===== config.mk =====
export PLATFORM = sky130hd
export DESIGN_NAME = audio_adc_conditioner
export DESIGN_NICKNAME = d
export VERILOG_FILES = /design/src/rtl/audio_pkg.sv /design/src/rtl/audio_dc_blocker.sv /design/src/rtl/audio_adc_conditioner.sv
export SDC_FILE = /design/constraint.sdc
export NUM_CORES = 1
export LEC_CHECK = 0
export ABC_CLOCK_PERIOD_IN_PS = 3100
export CORE_MARGIN = 1
export CORE_UTILIZATION = 45
export CTS_CLUSTER_SIZE = 40
export DETAILED_ROUTE_END_ITERATION = 8
export PLACE_DENSITY = 0.76
export SYNTH_ARGS = -nofsm -noshare
export SYNTH_HDL_FRONTEND = slang
export SYNTH_SLANG_ARGS = --single-unit

===== constraint.sdc =====
create_clock -name clk -period 3.1 [get_ports clk]
set_input_delay 0.62 -clock clk [delete_from_list [all_inputs] [get_ports clk]]
set_output_delay 0.62 -clock clk [all_outputs]
set_load 0.02 [all_outputs]

===== src/rtl/audio_pkg.sv =====
// Shared definitions for the ADC audio conditioner: pipeline state encoding,
// the ADC midpoint helper and a generic signed saturation helper.
package audio_pkg;

    // Pipeline sequencing states; one result walks through them once per block.
    typedef enum logic [1:0] {
        S_ACCUM   = 2'd0,
        S_SCALE   = 2'd1,
        S_FILTER  = 2'd2,
        S_PRESENT = 2'd3
    } state_e;

    // Midpoint code of an unsigned offset-binary ADC of the given width.
    function automatic int adc_midpoint(input int adc_w);
        return 1 << (adc_w - 1);
    endfunction

    // Clamp a wide signed value into the range of a w-bit two's-complement word.
    function automatic logic signed [63:0] sat_signed(input logic signed [63:0] v,
                                                      input int w);
        logic signed [63:0] hi;
        logic signed [63:0] lo;
        hi = (64'sd1 <<< (w - 1)) - 64'sd1;
        lo = -(64'sd1 <<< (w - 1));
        if (v > hi) begin
            return hi;
        end else if (v < lo) begin
            return lo;
        end else begin
            return v;
        end
    endfunction

endpackage


===== src/rtl/audio_dc_blocker.sv =====
// First-order DC estimator/remover. The running sum dc_acc integrates the
// unsaturated output, so dc_acc >>> DC_SHIFT converges on the input mean and
// a constant input decays towards zero with time constant 2^DC_SHIFT results.
module audio_dc_blocker
    import audio_pkg::*;
#(
    parameter int AUDIO_BIT_WIDTH = 16,
    parameter int DC_SHIFT        = 10
) (
    input  logic                              clk,
    input  logic                              reset_n,
    input  logic                              en_i,
    input  logic signed [AUDIO_BIT_WIDTH-1:0] x_i,
    output logic signed [AUDIO_BIT_WIDTH:0]   y_o
);
    localparam int DC_ACC_W = AUDIO_BIT_WIDTH + DC_SHIFT + 1;

    logic signed [DC_ACC_W-1:0]      dc_acc_q;
    logic signed [DC_ACC_W-1:0]      dc_acc_d;
    logic signed [DC_ACC_W-1:0]      dc_full;
    logic signed [AUDIO_BIT_WIDTH:0] dc_est;

    // Subtract the current DC estimate and form the next integrator value.
    always_comb begin
        dc_full  = dc_acc_q >>> DC_SHIFT;
        dc_est   = (AUDIO_BIT_WIDTH + 1)'(dc_full);
        y_o      = (AUDIO_BIT_WIDTH + 1)'(x_i) - dc_est;
        dc_acc_d = dc_acc_q + DC_ACC_W'(y_o);
    end

    // The integrator only advances once per result, on the filter strobe.
    always_ff @(posedge clk or negedge reset_n) begin
        if (!reset_n) begin
            dc_acc_q <= '0;
        end else if (en_i) begin
            dc_acc_q <= dc_acc_d;
        end
    end

endmodule


===== src/rtl/audio_adc_conditioner.sv =====
// Raw ADC samples -> box-car decimation -> signed audio word, optionally
// DC-blocked (define AUDIO_ADC_DC_BLOCK_EN), presented on a valid/ready
// holding register with a saturating count of dropped results.
module audio_adc_conditioner
    import audio_pkg::*;
#(
    parameter int ADC_BIT_WIDTH   = 12,
    parameter int AUDIO_BIT_WIDTH = 16,
    parameter int DECIM_LOG2      = 2,
    parameter int DC_SHIFT        = 10
) (
    input  logic                       clk,
    input  logic                       reset_n,
    input  logic [ADC_BIT_WIDTH-1:0]   sample_in,
    input  logic                       sample_valid,
    output logic [AUDIO_BIT_WIDTH-1:0] out_word,
    output logic                       out_valid,
    input  logic                       out_ready,
    output logic [7:0]                 overrun_count
);
    localparam int ACC_W      = ADC_BIT_WIDTH + DECIM_LOG2;
    localparam int CNT_W      = (DECIM_LOG2 > 0) ? DECIM_LOG2 : 1;
    localparam int GAIN_SHIFT = AUDIO_BIT_WIDTH - ADC_BIT_WIDTH;
    localparam logic [CNT_W-1:0]         CNT_LAST = CNT_W'((1 << DECIM_LOG2) - 1);
    localparam logic [ADC_BIT_WIDTH-1:0] ADC_MID  = ADC_BIT_WIDTH'(adc_midpoint(ADC_BIT_WIDTH));

    // Reject parameter sets the datapath widths cannot represent.
    if (AUDIO_BIT_WIDTH < ADC_BIT_WIDTH || DECIM_LOG2 < 0 || DC_SHIFT < 1) begin : g_bad_params
        $error("audio_adc_conditioner: unsupported parameter combination");
    end

    state_e                            state_q;
    logic [ACC_W-1:0]                  acc_q;
    logic [ACC_W-1:0]                  acc_d;
    logic [ACC_W-1:0]                  acc_sum;
    logic [CNT_W-1:0]                  cnt_q;
    logic [CNT_W-1:0]                  cnt_d;
    logic                              blk_done;
    logic [ACC_W-1:0]                  blk_sum_q;
    logic [ADC_BIT_WIDTH-1:0]          avg_w;
    logic signed [ADC_BIT_WIDTH-1:0]   centred;
    logic signed [AUDIO_BIT_WIDTH-1:0] x_scaled;
    logic signed [AUDIO_BIT_WIDTH-1:0] x_q;
    logic signed [AUDIO_BIT_WIDTH:0]   y_full;
    logic signed [AUDIO_BIT_WIDTH-1:0] y_sat;
    logic signed [AUDIO_BIT_WIDTH-1:0] y_q;
    logic [AUDIO_BIT_WIDTH-1:0]        out_word_q;
    logic                              out_valid_q;
    logic [7:0]                        overrun_q;

    // Running block sum; the block-completing sample is folded into acc_sum
    // and the accumulator restarts in the same cycle so no sample is lost.
    always_comb begin
        acc_sum  = acc_q + ACC_W'(sample_in);
        blk_done = sample_valid && (cnt_q == CNT_LAST);
        acc_d    = acc_q;
        cnt_d    = cnt_q;
        if (sample_valid) begin
            if (blk_done) begin
                acc_d = '0;
                cnt_d = '0;
            end else begin
                acc_d = acc_sum;
                cnt_d = cnt_q + CNT_W'(1);
            end
        end
    end

    // Accumulator state; an asynchronous reset discards any partial block.
    always_ff @(posedge clk or negedge reset_n) begin
        if (!reset_n) begin
            acc_q <= '0;
            cnt_q <= '0;
        end else begin
            acc_q <= acc_d;
            cnt_q <= cnt_d;
        end
    end

    // Floor average, then re-centre: subtracting the midpoint of an
    // offset-binary code is the same as flipping its MSB.
    always_comb begin
        avg_w    = ADC_BIT_WIDTH'(blk_sum_q >> DECIM_LOG2);
        centred  = signed'(avg_w ^ ADC_MID);
        x_scaled = AUDIO_BIT_WIDTH'(centred) <<< GAIN_SHIFT;
    end

`ifdef AUDIO_ADC_DC_BLOCK_EN
    logic filter_en;
    assign filter_en = (state_q == S_FILTER);

    audio_dc_blocker #(
        .AUDIO_BIT_WIDTH (AUDIO_BIT_WIDTH),
        .DC_SHIFT        (DC_SHIFT)
    ) u_dc_blocker (
        .clk     (clk),
        .reset_n (reset_n),
        .en_i    (filter_en),
        .x_i     (x_q),
        .y_o     (y_full)
    );
`else
    assign y_full = (AUDIO_BIT_WIDTH + 1)'(x_q);
`endif

    assign y_sat = AUDIO_BIT_WIDTH'(sat_signed(64'(y_full), AUDIO_BIT_WIDTH));

    // Pipeline sequencer and output holding register with overrun tracking.
    always_ff @(posedge clk or negedge reset_n) begin
        if (!reset_n) begin
            state_q     <= S_ACCUM;
            blk_sum_q   <= '0;
            x_q         <= '0;
            y_q         <= '0;
            out_word_q  <= '0;
            out_valid_q <= 1'b0;
            overrun_q   <= '0;
        end else begin
            if (out_valid_q && out_ready) begin
                out_valid_q <= 1'b0;
            end
            case (state_q)
                S_ACCUM: begin
                    if (blk_done) begin
                        blk_sum_q <= acc_sum;
                        state_q   <= S_SCALE;
                    end
                end
                S_SCALE: begin
                    x_q     <= x_scaled;
                    state_q <= S_FILTER;
                end
                S_FILTER: begin
                    y_q     <= y_sat;
                    state_q <= S_PRESENT;
                end
                S_PRESENT: begin
                    if (out_valid_q && !out_ready) begin
                        if (overrun_q != 8'hFF) begin
                            overrun_q <= overrun_q + 8'd1;
                        end
                    end else begin
                        out_word_q  <= y_q;
                        out_valid_q <= 1'b1;
                    end
                    state_q <= S_ACCUM;
                end
                default: state_q <= S_ACCUM;
            endcase
        end
    end

    assign out_word      = out_word_q;
    assign out_valid     = out_valid_q;
    assign overrun_count = overrun_q;

endmodule

==> metrics <==
status=completed; Tot Pwr=4.36 mW; Total GRT Usage=approximately 17%; Routed WL per cell=14.7 µm; worst reg2reg path depth=7; via/cell ratio=~5.4; Hold Violations, Final=0; Worst EP required=between 3 and 4 ns; ANT cells=0; layout cells sized above 1=between 15 and 20%; min-delay worst type=in2async; Crit. End Element=flop; Worst Path Max Fanout=4; Mapped Cells=around 280; CTS resizes=0; hold buffer count at cts=0; dpl hpwl=~4500 µm; CP Class=in2reg; Yosys reg bits=between 70 and 80; final cell count without fillers=approximately 430; Final period util=between 80 and 90%; Data arrival, critical path=2.90 ns; final setup vio count=0; reg2reg setup slack=0.74 ns; IO Count=between 40 and 50; CP Launch Type=input pin; core area=~7400 µm²; fillers=621; Die Ht=between 90 and 100 µm; Tmin final=around 2.7 ns; slowest CP cell=clkdlybuf4s50_1; ys async rst share=100%; Max VDD drop=between 0.4 and 0.5 mV; RSZ-0062 raised after global routing=false; Syn Std Cell Area=around 3500 µm²; first-pass GRT wire length=11,300 µm; leading area contributor after synthesis=dfrtp_1; Initial Util=between 40 and 50%; dominant synthesized flop cell=dfrtp_1; EDFF count, synth=0; hold slack=0.368 ns; Vias=~2,300; global route overflow=0; Max-Cap Viols=0; GPL Wtd Cong=0.875; vias in the first global route=approximately 2,400; H-tree levels=3; Final ANT Viol Nets=0; Yosys top cell area share=between 50% and 60%; leading cell type in the layout, fill and taps excluded=dfrtp_1; Reg clk slew, reported paths=around 0.080 ns; Reg2Reg Capture Point=acc_q[10]; overall routed net length=~6300 µm; Core Rows=31; CP peak stage delay=around 0.41 ns; Post-CTS Setup Repair Bufs=0; Worst slew margin=between 40% and 50%; commonest non-fill, non-tap cells in the layout=75 x dfrtp_1, 35 x clkdlybuf4s50_1, 32 x mux2_2; Max Clock Freq=~370 MHz; Clock Skews=0.0117 ns; P&R area growth vs syn=20.8%; cts bufs inserted=9; max-slew violation count=0; synthesized area per cell=about 12 µm²; final core utilization=57.3%; P_leak=1.98 nW; largest net degree at the start of global routing=just over 40; top cells by area, synth=dfrtp_1 53%, mux2_2 10%, ha_1 6.8%; initial antenna violation count=0; Distinct cells, synth=48; Clock Path Buffers=2; Clock Latency Late Sink=0.35 ns; drc violations=0; critical-path cell list=clkdlybuf4s50_1 > ha_1 > fa_1 > a21o_1 > a221o_2 > a221o_1 > xnor2_1 > o2bb2ai_1; Worst-Margin Slew=between 0.8 and 0.9 ns; DRT Pass-1 Iters=4; CTS Root Cell=clkbuf_8; IO buf count=36; drt initial violations=~110; reg2reg start=acc_q[0]; warnings from Yosys=0; post-synthesis sequential area ratio=a little over half; Seq. cell area=roughly 1900 µm²; Setup Total Neg Slack=0 ns; power per cell area=about 1000 nW/µm²; CTS tree=built; clock sink count=75; die area=just over 8000 µm²; die width=about 90 µm; # placed instances=~410; Multi-input gate area=between 1500 and 2000 µm²; nets=361
[how the worst max path moves through the flow]
stage | startpoint | end | slack (ns) | cells past startpoint
after global routing | sample_in[0] | blk_sum_q[10] | 0.33 | 8
after floorplan | sample_in[0] | blk_sum_q[10] | 0.62 | 7
after global placement | sample_in[0] | acc_q[10] | 0.11 | 8
after CTS | sample_in[0] | acc_q[10] | 0.41 | 8
final | sample_in[0] | acc_q[10] | 0.42 | 8
after detailed placement | sample_in[0] | acc_q[10] | 0.05 | 8
[kinds of logic (layout without fill, tap and decap cells)]
| kind of cell | count (synthesis) | after routing | share of synthesized area [%] |
|---|---|---|---|
| DFF | 75 | 75 | 53.4 |
| AOI/OAI and AO/OA | 63 | 63 | 13.4 |
| and+or+nand+nor | 50 | 50 | 6.90 |
| muxes | 40 | 40 | 12.7 |
| buffers and inverters | 21 | 64 | 2.67 |
| adders and majority gates | 20 | 20 | 7.33 |
| xor gates and xnor gates | 14 | 14 | 3.49 |
| other | 1 | 4 | 0.107 |
[flip-flops by register name, summed over array words and instances (netlist names)]
register	cells
overrun_count	8
out_valid	1
cnt_q	2
out_word	12
acc_q	14
y_q	12
x_q	12
blk_sum_q	12
state_q	2
[critical path, delay by kind of cell]
| kind | cells | cell delay [ns] |
|---|---|---|
| adder cells (fa/ha/maj) | 2 | 0.64 |
| XOR/XNOR | 1 | 0.20 |
| buffers and inverters | 1 | 0.41 |
| AO/OA/AOI/OAI | 4 | 1.03 |
[per-layer routing]
layer  vias to the layer above  global-route usage (%)  share of wire, %
met5                         -                       0                 0
met1                      1121                    25.0                50
met4                         0                    7.39               1.4
met3                         7                    3.37               4.1
li1                       1116                       -                 -
met2                        57                    25.2                45
[power by group]
part	internal, mW	total (mW)	leakage, nW	switching [mW]
Sequential	1.39	1.61	0.944	0.228
Clock	0.623	1.01	0.134	0.382
Combinational	0.858	1.74	0.900	0.885
Total	2.87	4.36	1.98	1.49
[final cells by class]
class,instances,share of cell area (%)
clock buffers,9,2.92
repair buffers,38,9.01
multi-input cells,191,36.6
clock inverters,7,3.45
flip-flops and latches,75,44.2
inverters,10,0.884
well taps,99,2.92
[cells in the mapped netlist, drive strengths merged, types with 6 or more instances]
cell type,number
o2bb2ai,7
ha,19
mux2,38
inv,10
buf,6
a21o,8
and3,9
xnor2,7
o21ai,9
a21oi,7
dfrtp,75
nand2,23
xor2,7
[stage by stage]
step / setup slack, ns / instance area, µm²
5_1_grt: 0.331 / 4250
6_report: 0.419 / 4250
3_5_place_dp: 0.0499 / 3980
4_1_cts: 0.412 / 4250
2_1_floorplan: 0.618 / 3530
3_3_place_gp: 0.105 / 3980
No activity file was read; power rests on OpenSTA's default activity.
